<file path="src/rtl/maxp_array.sv">
// Multi-lane windowed max-pooling unit: per-lane running maximum over win_len beats,
// one write of the packed maxima per completed window.
module maxp_array #(
    parameter int unsigned DATA_SIZE = 16,
    parameter int unsigned MEM_SIZE  = 10,
    parameter int unsigned LANES     = 4,
    parameter int unsigned CNT_W     = 4
) (
    input  logic                       clk,
    input  logic                       rst,
    input  logic                       en,
    input  logic                       in_valid,
    input  logic [MEM_SIZE-1:0]        in_wa,
    input  logic [LANES*DATA_SIZE-1:0] in_data,
    input  logic [CNT_W-1:0]           win_len,
    input  logic                       signed_mode,
    input  logic                       relu_en,
    output logic                       out_we,
    output logic [MEM_SIZE-1:0]        out_wa,
    output logic [LANES*DATA_SIZE-1:0] out_wd,
    output logic                       busy
);

    localparam int unsigned W = LANES * DATA_SIZE;

    // Stage 1 input registers
    logic                en_q;
    logic                valid_q;
    logic [MEM_SIZE-1:0] wa_q;
    logic [W-1:0]        data_q;
    logic [CNT_W-1:0]    len_q;
    logic                sgn_q;
    logic                relu_q;

    // Stage 2 window state
    logic [CNT_W-1:0] cnt_q, cnt_d;
    logic [W-1:0]     acc_q, acc_d;
    logic [CNT_W-1:0] lat_len_q, lat_len_d;
    logic             lat_sgn_q, lat_sgn_d;
    logic             lat_relu_q, lat_relu_d;

    logic                out_we_d;
    logic [MEM_SIZE-1:0] out_wa_d;
    logic [W-1:0]        out_wd_d;

    logic             first_beat;
    logic [CNT_W-1:0] eff_len_raw;
    logic [CNT_W:0]   eff_len;
    logic [CNT_W:0]   cnt_inc;
    logic             eff_sgn;
    logic             eff_relu;
    logic             last_beat;
    logic [W-1:0]     acc_new;
    logic [W-1:0]     res_vec;

    // Config comes straight from stage 1 on the first beat, from the latch afterwards.
    assign first_beat  = (cnt_q == '0);
    assign eff_len_raw = first_beat ? len_q : lat_len_q;
    assign eff_len     = (eff_len_raw == '0) ? (CNT_W+1)'(1) : {1'b0, eff_len_raw};
    assign eff_sgn     = first_beat ? sgn_q : lat_sgn_q;
    assign eff_relu    = first_beat ? relu_q : lat_relu_q;
    assign cnt_inc     = {1'b0, cnt_q} + (CNT_W+1)'(1);
    assign last_beat   = (cnt_inc == eff_len);

    for (genvar g = 0; g < LANES; g++) begin : g_lane
        logic [DATA_SIZE-1:0] smp;
        logic [DATA_SIZE-1:0] cur;
        logic [DATA_SIZE-1:0] nxt;
        logic                 gt;

        assign smp = data_q[g*DATA_SIZE +: DATA_SIZE];
        assign cur = acc_q[g*DATA_SIZE +: DATA_SIZE];
        // Direct magnitude compare; no subtraction so extremes never wrap.
        assign gt  = eff_sgn ? ($signed(smp) > $signed(cur)) : (smp > cur);
        assign nxt = (first_beat || gt) ? smp : cur;

        assign acc_new[g*DATA_SIZE +: DATA_SIZE] = nxt;
        assign res_vec[g*DATA_SIZE +: DATA_SIZE] =
            (eff_sgn && eff_relu && nxt[DATA_SIZE-1]) ? '0 : nxt;
    end

    always_comb begin
        cnt_d      = cnt_q;
        acc_d      = acc_q;
        lat_len_d  = lat_len_q;
        lat_sgn_d  = lat_sgn_q;
        lat_relu_d = lat_relu_q;
        out_we_d   = 1'b0;
        out_wa_d   = out_wa;
        out_wd_d   = out_wd;

        if (!en_q) begin
            cnt_d = '0;
            acc_d = '0;
        end else if (valid_q) begin
            acc_d = acc_new;
            if (first_beat) begin
                lat_len_d  = len_q;
                lat_sgn_d  = sgn_q;
                lat_relu_d = relu_q;
            end
            if (last_beat) begin
                cnt_d    = '0;
                out_we_d = 1'b1;
                out_wa_d = wa_q;
                out_wd_d = res_vec;
            end else begin
                cnt_d = cnt_q + CNT_W'(1);
            end
        end
    end

    always_ff @(posedge clk or posedge rst) begin
        if (rst) begin
            en_q       <= 1'b0;
            valid_q    <= 1'b0;
            wa_q       <= '0;
            data_q     <= '0;
            len_q      <= '0;
            sgn_q      <= 1'b0;
            relu_q     <= 1'b0;
            cnt_q      <= '0;
            acc_q      <= '0;
            lat_len_q  <= '0;
            lat_sgn_q  <= 1'b0;
            lat_relu_q <= 1'b0;
            out_we     <= 1'b0;
            out_wa     <= '0;
            out_wd     <= '0;
        end else begin
            en_q       <= en;
            valid_q    <= in_valid;
            wa_q       <= in_wa;
            data_q     <= in_data;
            len_q      <= win_len;
            sgn_q      <= signed_mode;
            relu_q     <= relu_en;
            cnt_q      <= cnt_d;
            acc_q      <= acc_d;
            lat_len_q  <= lat_len_d;
            lat_sgn_q  <= lat_sgn_d;
            lat_relu_q <= lat_relu_d;
            out_we     <= out_we_d;
            out_wa     <= out_wa_d;
            out_wd     <= out_wd_d;
        end
    end

    assign busy = (cnt_q != '0);

endmodule

</file>
<file path="config.mk">
export PLATFORM = sky130hd
export DESIGN_NAME = maxp_array
export DESIGN_NICKNAME = d
export VERILOG_FILES = /design/src/rtl/maxp_array.sv
export SDC_FILE = /design/constraint.sdc
export NUM_CORES = 1
export LEC_CHECK = 0
export ABC_CLOCK_PERIOD_IN_PS = 8500
export BUFFER_PORTS_ARGS = -buffer_cell sky130_fd_sc_hd__buf_2
export CAP_MARGIN = 25
export CORE_MARGIN = 8
export CORE_UTILIZATION = 50
export DETAILED_ROUTE_END_ITERATION = 7
export PLACE_DENSITY = 0.68
export SKIP_LAST_GASP = 1
export SLEW_MARGIN = 20
export SYNTH_ARGS = -nofsm -noshare
export SYNTH_HDL_FRONTEND = slang
export SYNTH_SLANG_ARGS = --single-unit
</file>
<file path="constraint.sdc">
create_clock -name clk -period 8.5 [get_ports clk]
set_input_delay 1.275 -clock clk [delete_from_list [all_inputs] [get_ports clk]]
set_output_delay 1.275 -clock clk [all_outputs]
set_load 0.005 [all_outputs]
</file>
==> results of run 1 <==
power by group through the flow:
stage	registers, W	clock network (W)	logic [W]
floorplan	0.00149	0	0.000541
global route	0.00150	0.00119	0.000977
detailed placement	0.00149	0	0.000882
finish	0.00147	0.00112	0.000869
global placement	0.00148	0	0.000853
CTS	0.00147	0.00115	0.000887
layout by cell type, fill, tap and decap left out, drive strengths merged, types with 4 or more instances in the layout:
cell type  count
nand4         11
nor3           4
o21ai         44
a21o           4
buf          170
o31ai         36
a22o          16
o211ai         4
nand2         84
a21boi         5
ha            66
clkbuf        38
and2           4
nor4           4
dfrtp        231
mux2i        115
nor2b         54
a21oi         32
inv           74
mux2          17
nor2          15
nand3          7
sequential cells by signal, indices dropped and copies added (netlist names), 4 cells and up:
name and flops:
acc_q 64, out_wa 10, len_q 4, data_q 64
cnt_q 4, lat_len_q 4, out_wd 64, wa_q 10
stage by stage:
stage                     setup slack [ns]  total power, W
after floorplan                      0.892         0.00203
after detailed placement              4.50         0.00237
after global routing                  4.22         0.00367
final                                 4.48         0.00346
after global placement                4.68         0.00234
after CTS                             4.47         0.00351
worst min-delay path by stage:
stage                            end  slack, ns  depth (start not counted)              start
4_1_cts        out_wa[6]$_DFFE_PP0P_       0.46                          1  wa_q[6]$_DFF_PP0_
6_report       out_wa[6]$_DFFE_PP0P_       0.46                          1  wa_q[6]$_DFF_PP0_
5_1_grt        out_wa[6]$_DFFE_PP0P_       0.47                          1  wa_q[6]$_DFF_PP0_
2_1_floorplan  out_wa[5]$_DFFE_PP0P_       0.44                          1  wa_q[5]$_DFF_PP0_
3_5_place_dp   out_wa[6]$_DFFE_PP0P_       0.45                          1  wa_q[6]$_DFF_PP0_
3_3_place_gp   out_wa[8]$_DFFE_PP0P_       0.44                          1  wa_q[8]$_DFF_PP0_
cell families (layout without fill, tap and decap cells):
kind of cell,count (synthesis),count (layout),synth area share [%]
fa+ha+maj,66,66,7.51
simple gates,201,201,10.1
xor+xnor,3,3,0.239
compound gates,162,162,12.3
buf+inv,106,288,4.50
flops,231,231,52.6
other cells,0,1,0
mux,132,132,12.7
routing by layer:
metal  wire length (µm)  part of all wire [%]  vias up  global-route usage, %
met5                  0                     0        -                      0
met4                415                   1.8        0                   3.80
met3               1420                   6.1       34                   3.83
met2              10900                    47      149                   29.3
met1              10600                    45     3459                   23.2
li1                   -                     -     3490                      -
cell type report:
cell class | count | area [µm²] | area share, %
clock buffers | 38 | 774 | 5.98
flip-flops and latches | 231 | 5780 | 44.6
inverters | 73 | 284 | 2.19
multi-input cells | 564 | 4730 | 36.5
diodes | 1 | 2.50 | 0.0193
well taps | 280 | 350 | 2.70
repair buffers | 170 | 945 | 7.29
clock inverters | 7 | 91.3 | 0.705
synth_stat cells, types with 8 or more instances:
cell / number / area share [%]
dfrtp_1: 231 / 53
mux2i_1: 113 / 10
nand2_1: 83 / 2.8
inv_1: 72 / 2.5
ha_1: 66 / 7.5
nor2b_1: 54 / 3.1
a21oi_1: 30 / 1.4
o21ai_1: 22 / 1.0
o31ai_2: 22 / 2.5
a22o_1: 16 / 1.3
nor2_1: 14 / 0.48
buf_2: 12 / 0.55
o21ai_0: 12 / 0.55
nand4_1: 11 / 0.63
o31ai_1: 11 / 0.75
o21ai_2: 10 / 0.80
mux2_4: 9 / 1.2
buf_6: 8 / 0.82
critical path, cell delays in order (launching register included):
cell and delay, ns:
dfrtp_1 0.42, inv_1 0.14, ha_1 0.18, nor3b_4 0.61
mux2i_4 0.56, nor2_2 0.10, a311oi_4 0.42, nor3_4 0.18
buf_8 0.19, o311ai_4 0.86, o21ai_1 0.17
==> metrics.csv, run 1 <==
metric;value;unit
non-filler instance count after layout;1364;
WL final;23300;µm
post-CTS setup buffer count;0;
Via Count;7132;
ys flop type;dfrtp_1;
CTS H-tree depth;1;
Flop pwr share;42.5;%
CTS tree;built;
VDD IR-drop max;0.000198;V
detailed-route DRC error count;0;
Synth async-reset ratio;100;%
DP HPWL;15800;µm
EDFF count, synth;0;
CTS buffer count;25;
Fin. Hold Viols;0;
die extent in y;164;µm
vias in the first global route;7478;
Pleak;6.20;nW
critical path endpoint;out_wd[43]$_DFFE_PP0P_;
placed cell count;1316;
I/O Pins;160;
via/cell ratio;5.23;
CP arrival;4.39;ns
Setup-failing EPs final;0;
Pint;0.00244;W
GR Overflow Total;0;
startpoint class of the critical path;flop;
setup_tns;0;ns
final core occ;59.7;%
clock-pin transition on the worst setup and hold timing paths;0.06;ns
row count;54;
Avg Cell Area, Syn;12.2;µm²
layout filler cell count;1788;
Final period util;47.3;%
first-pass GRT wire length;38700;µm
latest clock arrival within the worst-skew pair;0.52;ns
Detailed Route Iter0 Violations;376;
worst endpoint required time;8.87;ns
clock buffer depth;3;
IO buf count;159;
Cells after Synth;901;
total global-route track usage;17.6;%
clock share of power;32.4;%
# Max-Cap Violations;0;
layout cells sized above 1;26.8;%
CP endpoint kind;flop;
core area;21700;µm²
R2R setup slack;4.48;ns
FF-to-FF End;out_wd[43]$_DFFE_PP0P_;
synth warn;0;
slew margin rel.;30.1;%
logic gate share of total power;25.2;%
Psw;0.00102;W
clk_skew;0.0157;ns
Starting Density;50.7;%
final non-filler cell area;13000;µm²
Root Driver;clkbuf_16;
Mapped Area;11000;µm²
post-synth net total;1051;
PD cells;267;nW/µm²
Switching Share;29.4;%
die width;164;µm
RSZ-0062 raised after global routing;false;
R2R depth;10;
Slew Viols, Final;0;
antenna violations before repair;1;
GP Congestion;0.823;
Layout Nets;1215;
min Tclk post-route;4.02;ns
Worst-Margin Slew;1.04;ns
CP Launch Point;cnt_q[0]$_DFFE_PP0P_;
post-CTS sizing;0;
Netlist cell types;69;
synth-to-layout area growth;17.8;%
Crit Path Category;flop to flop;
Min Hold Slack;0.460;ns
worst reg2reg path startpoint;cnt_q[0]$_DFFE_PP0P_;
f_max;0.249;GHz
WL per Instance;17.1;µm
Die ar.;27000;µm²
status;finished, final reports clean;
#FFs+latches synth;231;
largest net degree at the start of global routing;93;
sequential share of the synthesized area;52.6;%
final antenna-violating net count;0;
Placement Cell Area;12000;µm²
first drt pass iteration count;4;
Post-CTS Hold Fix Bufs;0;
Hold Path Class;flop to flop;
maximum net fanout on the critical path;15;
CTS sink cnt;231;
Power figures use the tool's default switching activity.
==> inputs of run 2 (changes only) <==
ABC_CLOCK_PERIOD_IN_PS = 3900   (was 8500)
clock period = 3.9 ns   (was 8.5 ns; I/O delays follow)
==> metrics.csv, run 2 (synthesis gave the netlist of run 1 again) <==
metric;value;unit
status;finished, final reports clean;
first-pass GRT wire length;38600;µm
vias in the first global route;7644;
Slew Viols, Final;0;
latest clock arrival within the worst-skew pair;0.52;ns
CP endpoint kind;flop;
worst endpoint required time;4.26;ns
Setup-failing EPs final;0;
most frequent cells in the layout;dfrtp_1 (231), buf_2 (159), mux2i_1 (113), nand2_1 (83), inv_1 (71);
final antenna-violating net count;0;
VDD IR-drop max;0.000359;V
worst reg2reg path startpoint;cnt_q[0]$_DFFE_PP0P_;
post-CTS setup buffer count;0;
n_diodes;0;
CP arrival;3.86;ns
Post-CTS Hold Fix Bufs;0;
post-CTS sizing;0;
CTS H-tree depth;1;
Final period util;89.7;%
total global-route track usage;17.4;%
row count;54;
crit-path max cell delay;0.56;ns
non-filler instance count after layout;1373;
Psw;0.00221;W
f_max;0.286;GHz
setup_tns;0;ns
largest net degree at the start of global routing;93;
GR Overflow Total;0;
CTS tree;built;
R2R setup slack;0.40;ns
layout filler cell count;1830;
Worst-Margin Slew;0.963;ns
Root Driver;clkbuf_16;
Detailed Route Iter0 Violations;337;
min Tclk post-route;3.50;ns
maximum net fanout on the critical path;15;
Flop pwr share;42.7;%
WL per Instance;16.7;µm
Layout Nets;1224;
Pint;0.00530;W
die width;164;µm
Starting Density;50.7;%
FF-to-FF End;out_wd[3]$_DFFE_PP0P_;
Fin. Hold Viols;0;
die extent in y;164;µm
R2R depth;9;
Top Registers;acc_q (64), data_q (64), out_wd (64);
Critical Path Slowest Stage Cell;nor3b_4;
startpoint class of the critical path;flop;
synth-to-layout area growth;18.0;%
placed cell count;1327;
RSZ-0062 raised after global routing;false;
Pleak;6.23;nW
core area;21700;µm²
slew margin rel.;35.6;%
DP HPWL;15800;µm
GP Congestion;0.816;
clock share of power;32.1;%
layout cells sized above 1;27.4;%
Worst Setup Slack, final;0.401;ns
clk_skew;0.0204;ns
clock buffer depth;3;
via/cell ratio;5.19;
Multi-input gate area;4730;µm²
WL final;22900;µm
critical path, cell by cell;inv_1 -> ha_1 -> nor3b_4 -> mux2i_4 -> nor2_1 -> nor4b_4 -> or4_4 -> a21oi_4 -> o31ai_1;
detailed-route DRC error count;0;
CTS sink cnt;231;
Via Count;7130;
commonest non-fill, non-tap cell in the layout;dfrtp_1;
# Max-Cap Violations;0;
PD cells;579;nW/µm²
Hold Path Class;primary input to async pin;
Switching Share;29.4;%
Seq. cell area;5780;µm²
I/O Pins;160;
clock-pin transition on the worst setup and hold timing paths;0.06;ns
antenna violations before repair;0;
logic gate share of total power;25.2;%
Post-Place Worst Slack;0.363;ns
first drt pass iteration count;4;
Crit Path Category;flop to flop;
CTS buffer count;25;
IO buf count;159;
Die ar.;27000;µm²
[run 2: changes by cell type in the layout (fill, tap and decap cells not counted), sizes merged]
cell and delta:
buf +9, clkbuf -5, clkinv +5, bufinv +1, clkinvlp +1, diode -1, inv -1
[run 2: critical path, delay by kind of cell, from the launching register on]
family / cells / cell delay (ns)
DFF: 1 / 0.42
and+or+nand+nor: 4 / 1.34
AOI/OAI and AO/OA: 2 / 0.68
adders and majority gates: 1 / 0.19
muxes: 1 / 0.56
buffers and inverters: 1 / 0.14
[run 2: power by group through the flow]
| stage | combinational (W) | clock [W] | sequential (W) |
|---|---|---|---|
| 2_1_floorplan | 0.00118 | 0 | 0.00324 |
| 3_3_place_gp | 0.00189 | 0 | 0.00323 |
| 3_5_place_dp | 0.00194 | 0 | 0.00324 |
| 4_1_cts | 0.00195 | 0.00249 | 0.00321 |
| 5_1_grt | 0.00214 | 0.00258 | 0.00327 |
| 6_report | 0.00189 | 0.00241 | 0.00320 |
[run 2: worst max path at each step]
stage	start	end	slack, ns	cells after the start
floorplan	rst	acc_q[0]$_DFFE_PP0P_	0.29	1
detailed placement	cnt_q[0]$_DFFE_PP0P_	out_wd[8]$_DFFE_PP0P_	0.36	9
CTS	cnt_q[0]$_DFFE_PP0P_	out_wd[8]$_DFFE_PP0P_	0.32	9
global route	cnt_q[0]$_DFFE_PP0P_	out_wd[1]$_DFFE_PP0P_	0.14	9
finish	cnt_q[0]$_DFFE_PP0P_	out_wd[3]$_DFFE_PP0P_	0.40	9
global placement	cnt_q[0]$_DFFE_PP0P_	out_wd[14]$_DFFE_PP0P_	0.52	9
[run 2: final cells by class]
type,count,share of cell area (%)
Clock buffer,33,5.44
Clock inverter,13,1.16
Inverter,73,2.16
Multi-Input combinational cell,564,36.4
Sequential cell,231,44.5
Tap cell,280,2.70
Timing Repair Buffer,179,7.58
[run 2: through the flow]
stage               instance area [µm²]  util, %  power [W]  hold WS, ns
floorplan                         11000        -    0.00442        0.439
global placement                  12100     55.9    0.00512        0.443
detailed placement                12100     55.9    0.00518        0.452
CTS                               13000     59.8    0.00764        0.107
global route                      13000     59.8    0.00799        0.138
finish                            13000     59.8    0.00751        0.117
[run 2: layer usage]
| layer | global-route usage (%) | vias up | part of all wire [%] |
|---|---|---|---|
| li1 | - | 3513 | - |
| met1 | 23.8 | 3460 | 46 |
| met2 | 28.2 | 126 | 47 |
| met3 | 3.36 | 31 | 5.2 |
| met4 | 3.84 | 0 | 2.1 |
| met5 | 0 | - | 0 |
